**src/rtl/cbus_rr_arbiter.sv**
```systemverilog
// Round-robin arbiter that shares one downstream cbus among NUM_INPUTS requesters,
// holding the bus for a whole transaction and keeping per-requester grant/wait counters.
package cbus_pkg;
  typedef struct packed {
    logic        valid;
    logic        write;
    logic [15:0] addr;
    logic [31:0] wdata;
  } cbus_req_t;

  typedef struct packed {
    logic        ready;
    logic        last;
    logic [31:0] rdata;
  } cbus_resp_t;
endpackage

module cbus_rr_arbiter
  import cbus_pkg::*;
#(
  parameter int NUM_INPUTS = 2,
  parameter int CNT_WIDTH  = 32
) (
  input  logic                                 clk,
  input  logic                                 reset,
  input  cbus_req_t  [NUM_INPUTS-1:0]          ireqs,
  output cbus_resp_t [NUM_INPUTS-1:0]          iresps,
  output cbus_req_t                            oreq,
  input  cbus_resp_t                           oresp,
  output logic [NUM_INPUTS-1:0]                grant,
  output logic [NUM_INPUTS-1:0][CNT_WIDTH-1:0] grant_cnt,
  output logic [NUM_INPUTS-1:0][CNT_WIDTH-1:0] wait_cnt
);
  localparam int              IDXW     = (NUM_INPUTS > 1) ? $clog2(NUM_INPUTS) : 1;
  localparam logic [IDXW-1:0] LAST_IDX = IDXW'(NUM_INPUTS - 1);

  typedef enum logic {IDLE = 1'b0, BUSY = 1'b1} state_t;

  state_t                               r_state;
  logic [IDXW-1:0]                      r_ptr;
  logic [IDXW-1:0]                      r_index;
  logic [NUM_INPUTS-1:0]                r_grant;
  logic [NUM_INPUTS-1:0][CNT_WIDTH-1:0] r_grant_cnt;
  logic [NUM_INPUTS-1:0][CNT_WIDTH-1:0] r_wait_cnt;

  logic [NUM_INPUTS-1:0] w_valid;
  logic                  w_found;
  logic [IDXW-1:0]       w_sel;
  logic [NUM_INPUTS-1:0] w_sel_oh;
  int unsigned           w_cand;
  logic                  w_done;
  logic [IDXW-1:0]       w_next_ptr;

  always_comb begin
    w_valid = '0;
    for (int unsigned i = 0; i < NUM_INPUTS; i++) begin
      w_valid[i] = ireqs[i].valid;
    end
  end

  // Scan from r_ptr upward, wrapping explicitly so non-power-of-two counts stay in range.
  always_comb begin
    w_found = 1'b0;
    w_sel   = '0;
    w_cand  = 0;
    for (int unsigned k = 0; k < NUM_INPUTS; k++) begin
      w_cand = 32'(r_ptr) + k;
      if (w_cand >= NUM_INPUTS) begin
        w_cand = w_cand - NUM_INPUTS;
      end
      if (!w_found && w_valid[w_cand[IDXW-1:0]]) begin
        w_found = 1'b1;
        w_sel   = w_cand[IDXW-1:0];
      end
    end
  end

  always_comb begin
    w_sel_oh = '0;
    for (int unsigned i = 0; i < NUM_INPUTS; i++) begin
      w_sel_oh[i] = (w_sel == IDXW'(i));
    end
  end

  assign w_done     = (r_state == BUSY) && oresp.ready && oresp.last;
  assign w_next_ptr = (r_index == LAST_IDX) ? '0 : r_index + IDXW'(1);

  always_comb begin
    oreq = '0;
    if (r_state == BUSY) begin
      oreq = ireqs[r_index];
    end
  end

  always_comb begin
    iresps = '0;
    for (int unsigned i = 0; i < NUM_INPUTS; i++) begin
      if ((r_state == BUSY) && (r_index == IDXW'(i))) begin
        iresps[i] = oresp;
      end
    end
  end

  always_ff @(posedge clk) begin
    if (reset) begin
      r_state     <= IDLE;
      r_ptr       <= '0;
      r_index     <= '0;
      r_grant     <= '0;
      r_grant_cnt <= '0;
      r_wait_cnt  <= '0;
    end else begin
      for (int unsigned i = 0; i < NUM_INPUTS; i++) begin
        if (w_valid[i] && !r_grant[i]) begin
          r_wait_cnt[i] <= r_wait_cnt[i] + CNT_WIDTH'(1);
        end
      end
      case (r_state)
        IDLE: begin
          if (w_found) begin
            r_state <= BUSY;
            r_index <= w_sel;
            r_grant <= w_sel_oh;
          end
        end
        BUSY: begin
          if (w_done) begin
            r_state              <= IDLE;
            r_grant              <= '0;
            r_ptr                <= w_next_ptr;
            r_grant_cnt[r_index] <= r_grant_cnt[r_index] + CNT_WIDTH'(1);
          end
        end
        default: r_state <= IDLE;
      endcase
    end
  end

  assign grant     = r_grant;
  assign grant_cnt = r_grant_cnt;
  assign wait_cnt  = r_wait_cnt;

endmodule

```
**config.mk**
```make
export PLATFORM = sky130hd
export DESIGN_NAME = cbus_rr_arbiter
export DESIGN_NICKNAME = d
export VERILOG_FILES = /design/src/rtl/cbus_rr_arbiter.sv
export SDC_FILE = /design/constraint.sdc
export NUM_CORES = 1
export LEC_CHECK = 0
export CORE_AREA = 2 2 151 153
export CTS_BUF_LIST = sky130_fd_sc_hd__clkbuf_2 sky130_fd_sc_hd__clkbuf_4 sky130_fd_sc_hd__clkbuf_8
export CTS_CLUSTER_DIAMETER = 200
export DETAILED_ROUTE_END_ITERATION = 12
export DIE_AREA = 0 0 153 155
export PLACE_DENSITY_LB_ADDON = 0.25
export SYNTH_ARGS = -nofsm -noshare
export SYNTH_HDL_FRONTEND = slang
export SYNTH_SLANG_ARGS = --single-unit
```
**constraint.sdc**
```tcl
create_clock -name clk -period 4.8 [get_ports clk]
set_input_delay 0.72 -clock clk [delete_from_list [all_inputs] [get_ports clk]]
set_output_delay 0.72 -clock clk [all_outputs]
set_load 0.05 [all_outputs]
```
==> metrics.txt <==
# TYPE chip_impl_metric gauge
chip_impl_metric{name="final.setup_skew",unit="ns"} 0.0104
chip_impl_metric{name="first_pass_grt_wire_length",unit="um"} 46100
chip_impl_metric{name="netsw",unit="uW"} 805
chip_impl_metric{name="grt-ovfl-total",unit=""} 0
chip_impl_metric{name="period_utilization_post_route",unit=""} 0.798
chip_impl_metric{name="finish.utilization",unit=""} 0.543
chip_impl_metric{name="antenna_found_initial",unit=""} 0
chip_impl_metric{name="groute.usage.overall",unit=""} 0.245
chip_impl_metric{name="totalNegativeSetupSlack",unit="ns"} 0
chip_impl_metric{name="areaGrowthSynthToFinish",unit="%"} 56.2
chip_impl_metric{name="post_synth_inst_count",unit=""} 955
chip_impl_metric{name="clock_transition_at_the_registers_of_the_reported_paths",unit="ns"} 0.07
chip_impl_metric{name="setup_viols_final",unit=""} 0
chip_impl_metric{name="synthDistinctLibCells",unit=""} 47
chip_impl_metric{name="post_route_cells_drive_above_1_share",unit=""} 0.0442
chip_impl_info{name="unrepaired_setup_endpoints_after_global_routing",value="false"} 1
chip_impl_metric{name="die-width",unit="um"} 153
chip_impl_info{name="synth_ff_type",value="dfxtp_1"} 1
chip_impl_info{name="timing.hold.worst.class",value="flop to flop"} 1
chip_impl_metric{name="h_tree_level_count",unit=""} 4
chip_impl_metric{name="antennaDiodeCount",unit=""} 0
chip_impl_metric{name="cts_repair_resize_count",unit=""} 0
chip_impl_metric{name="synthesis.area",unit="sq um"} 7720
chip_impl_metric{name="least_margin_pin_slew",unit="ns"} 1.11
chip_impl_metric{name="buffer_ports.inserted",unit=""} 383
chip_impl_metric{name="drv_cap",unit=""} 0
chip_impl_metric{name="synth_enable_flop_cells",unit=""} 0
chip_impl_info{name="clk_root_buffer_cell",value="clkbuf_8"} 1
chip_impl_metric{name="peak_supply_drop",unit="mV"} 0.150
chip_impl_metric{name="final_antenna_net_count",unit=""} 0
chip_impl_metric{name="cts_hold_buf",unit=""} 0
chip_impl_metric{name="numCtsBuffers",unit=""} 17
chip_impl_metric{name="worst-endpoint-arrival",unit="ns"} 3.11
chip_impl_metric{name="switching_share",unit=""} 0.306
chip_impl_metric{name="timing.slew.headroom",unit=""} 0.256
chip_impl_metric{name="finalCriticalPeriod",unit="ns"} 3.83
chip_impl_metric{name="rr_worst_depth",unit=""} 7
chip_impl_info{name="timing.critical_path.from_type",value="flop"} 1
chip_impl_metric{name="floorplan.initialDensity",unit=""} 0.347
chip_impl_info{name="worst_r2r_endpoint",value="grant_cnt[56]"} 1
chip_impl_info{name="status",value="complete, no violations"} 1
chip_impl_metric{name="report.final.slew_viol_count",unit=""} 0
chip_impl_metric{name="drt_first_iter_violations",unit=""} 646
chip_impl_metric{name="finish.instance_area",unit="sq um"} 12100
chip_impl_metric{name="smallest_hold_slack",unit="ns"} 0.477
chip_impl_metric{name="num_io_pins",unit=""} 384
chip_impl_metric{name="drc",unit=""} 0
chip_impl_metric{name="pwr_density_cell",unit="nW/um^2"} 218
chip_impl_metric{name="leakagePower",unit="nW"} 4.05
chip_impl_metric{name="place_congestion",unit=""} 0.846
chip_impl_metric{name="dp.final_hpwl",unit="um"} 22800
chip_impl_metric{name="grt_max_degree",unit=""} 95
chip_impl_metric{name="yosysWarningCount",unit=""} 0
chip_impl_metric{name="cts-root-to-sink-buffers",unit=""} 2
chip_impl_metric{name="detailedRoute.firstPassIterationCount",unit=""} 5
chip_impl_metric{name="number_of_global_route_vias_before_repair",unit=""} 7918
chip_impl_metric{name="sequentialPowerShare",unit=""} 0.429
chip_impl_metric{name="vias",unit=""} 8399
chip_impl_metric{name="crit_required",unit="ns"} 4.08
chip_impl_metric{name="core_area",unit="sq um"} 22200
chip_impl_info{name="cp-endpoint",value="oreq[40]"} 1
chip_impl_metric{name="power_frac_clock",unit=""} 0.330
chip_impl_metric{name="overall_power_consumption",unit="mW"} 2.63
chip_impl_metric{name="synth_fp_nets",unit=""} 1094
chip_impl_metric{name="clock_latency",unit="ns"} 0.44
chip_impl_metric{name="critPathMaxFanout",unit=""} 53
chip_impl_metric{name="final_nets",unit=""} 1441
chip_impl_metric{name="internal_power",unit="mW"} 1.82
chip_impl_metric{name="chipHeight",unit="um"} 155
chip_impl_metric{name="synth.ff_latch_count",unit=""} 133
chip_impl_metric{name="wire_per_inst",unit="um"} 18.8
chip_impl_metric{name="postPlaceCellArea",unit="sq um"} 11700
chip_impl_metric{name="yosysSeqAreaShare",unit=""} 0.345
chip_impl_info{name="critical_path.startpoint",value="r_index"} 1
chip_impl_metric{name="hold_violations",unit=""} 0
chip_impl_metric{name="max_freq",unit="MHz"} 261
chip_impl_info{name="setup.worst_path.end_class",value="output port"} 1
chip_impl_metric{name="cts_num_sinks",unit=""} 133
chip_impl_metric{name="regToRegSetupSlack",unit="ns"} 1.33
chip_impl_info{name="clock_tree_from_tritoncts",value="built"} 1
chip_impl_metric{name="viasPerCell",unit=""} 5.26
chip_impl_info{name="path_class",value="flop to output port"} 1
chip_impl_metric{name="synth_async_reset_ratio",unit=""} 0
chip_impl_metric{name="routed_wl",unit="um"} 30000
chip_impl_info{name="timing.rr.start",value="r_index"} 1
chip_impl_metric{name="fillCellCount",unit=""} 2090
chip_impl_metric{name="die-area",unit="sq um"} 23700
chip_impl_metric{name="post_cts.repair.setup_buffers",unit=""} 0
chip_impl_metric{name="core.rowCount",unit=""} 55
chip_impl_metric{name="combinationalPowerShare",unit=""} 0.241
chip_impl_metric{name="synthesis.area_per_instance",unit="sq um"} 8.09
## sequential cells by signal (all words and copies together) (netlist names)
signal     flops
grant_cnt     64
wait_cnt      64
grant          2
r_index        1
r_ptr          1
r_state        1
## worst max-delay path: stages (launching register included)
cell,delay [ns]
dfxtp_4,0.72
buf_4,0.47
mux2i_1,0.13
nor2b_1,0.38
clkdlybuf4s50_1,0.95
## how the worst min path moves through the flow
stage / from / endpoint / slack, ns / cells past startpoint
after floorplan: r_ptr / r_ptr / 0.45 / 2
after global placement: grant_cnt[31] / grant_cnt[31] / 0.46 / 2
after detailed placement: r_ptr / r_ptr / 0.47 / 2
after CTS: r_ptr / r_ptr / 0.48 / 2
after global routing: r_ptr / r_ptr / 0.52 / 2
final: r_ptr / r_ptr / 0.48 / 2
## layer usage
metal	GRT usage	up-vias	wire length, um
met5	0	-	0
met1	0.332	3978	13500
met2	0.401	315	14100
met4	0.0657	0	529
li1	-	4069	-
met3	0.0482	37	1990
## Yosys cell counts, types with 13 or more instances
cell type / n / area, sq um
a21oi_1: 50 / 250
and2_1: 36 / 225
and3_1: 42 / 263
clkbuf_1: 50 / 188
dfxtp_1: 133 / 2660
inv_1: 13 / 48.8
mux2i_1: 58 / 581
nand2_1: 49 / 184
nand3_1: 61 / 305
nand3b_1: 13 / 97.6
nand4_1: 29 / 181
nor2_1: 97 / 364
nor2b_1: 54 / 338
nor3_1: 20 / 100
nor4_1: 20 / 125
o21ai_0: 28 / 140
or3_1: 20 / 125
xnor2_1: 47 / 412
xor2_1: 39 / 342
## kinds of logic after synthesis
family          synth area share
mux                       0.0781
buf+inv                   0.0436
fa+ha+maj                0.00486
compound gates            0.0836
xor+xnor                  0.0975
flops                      0.345
simple gates               0.348
## metrics by stage
step	worst slack (ns)	std cells
6_report	0.972	1598
2_1_floorplan	1.29	955
3_3_place_gp	1.33	1568
5_1_grt	0.842	1598
4_1_cts	0.971	1598
3_5_place_dp	1.26	1568
## area by class of cell
| type | count | area (sq um) | area share |
|---|---|---|---|
| well taps | 285 | 357 | 0.0296 |
| flip-flops and latches | 133 | 2670 | 0.221 |
| inverters | 13 | 48.8 | 0.00404 |
| clock inverters | 5 | 52.6 | 0.00436 |
| clock buffers | 25 | 300 | 0.0249 |
| repair buffers | 394 | 3910 | 0.324 |
| multi-input cells | 743 | 4730 | 0.392 |
## placed cells by master, fill, tap and decap left out, types with 3 or more instances in the layout
cell type and count:
clkinv_2 3, nand2b_1 5, dfxtp_1 131, and4_1 11, nand2_1 49, and2_1 36
clkbuf_8 18, mux2i_1 58, nand3b_1 13, a22oi_1 8, nor3_1 20, xor2_1 39
and3_1 42, nand4b_1 5, inv_1 13, nand4_1 29, or4_1 12, nor4_1 20
buf_4 12, or3_2 4, nor2b_1 53, nor2_1 97, nand3_1 61, o21ai_0 28
a21oi_1 50, o31ai_1 12, xnor2_1 47, clkbuf_4 7, or3_1 20, ha_1 3
clkdlybuf4s50_1 382
## power by group through the flow
stage / Combinational (mW) / Clock [mW] / Sequential (mW)
after floorplan: 0.343 / 0 / 1.16
after global placement: 0.631 / 0 / 1.15
after detailed placement: 0.633 / 0 / 1.15
after CTS: 0.636 / 0.893 / 1.13
after global routing: 0.660 / 0.941 / 1.13
final: 0.633 / 0.868 / 1.13
Note: power is estimated with default switching activity, not from simulation.
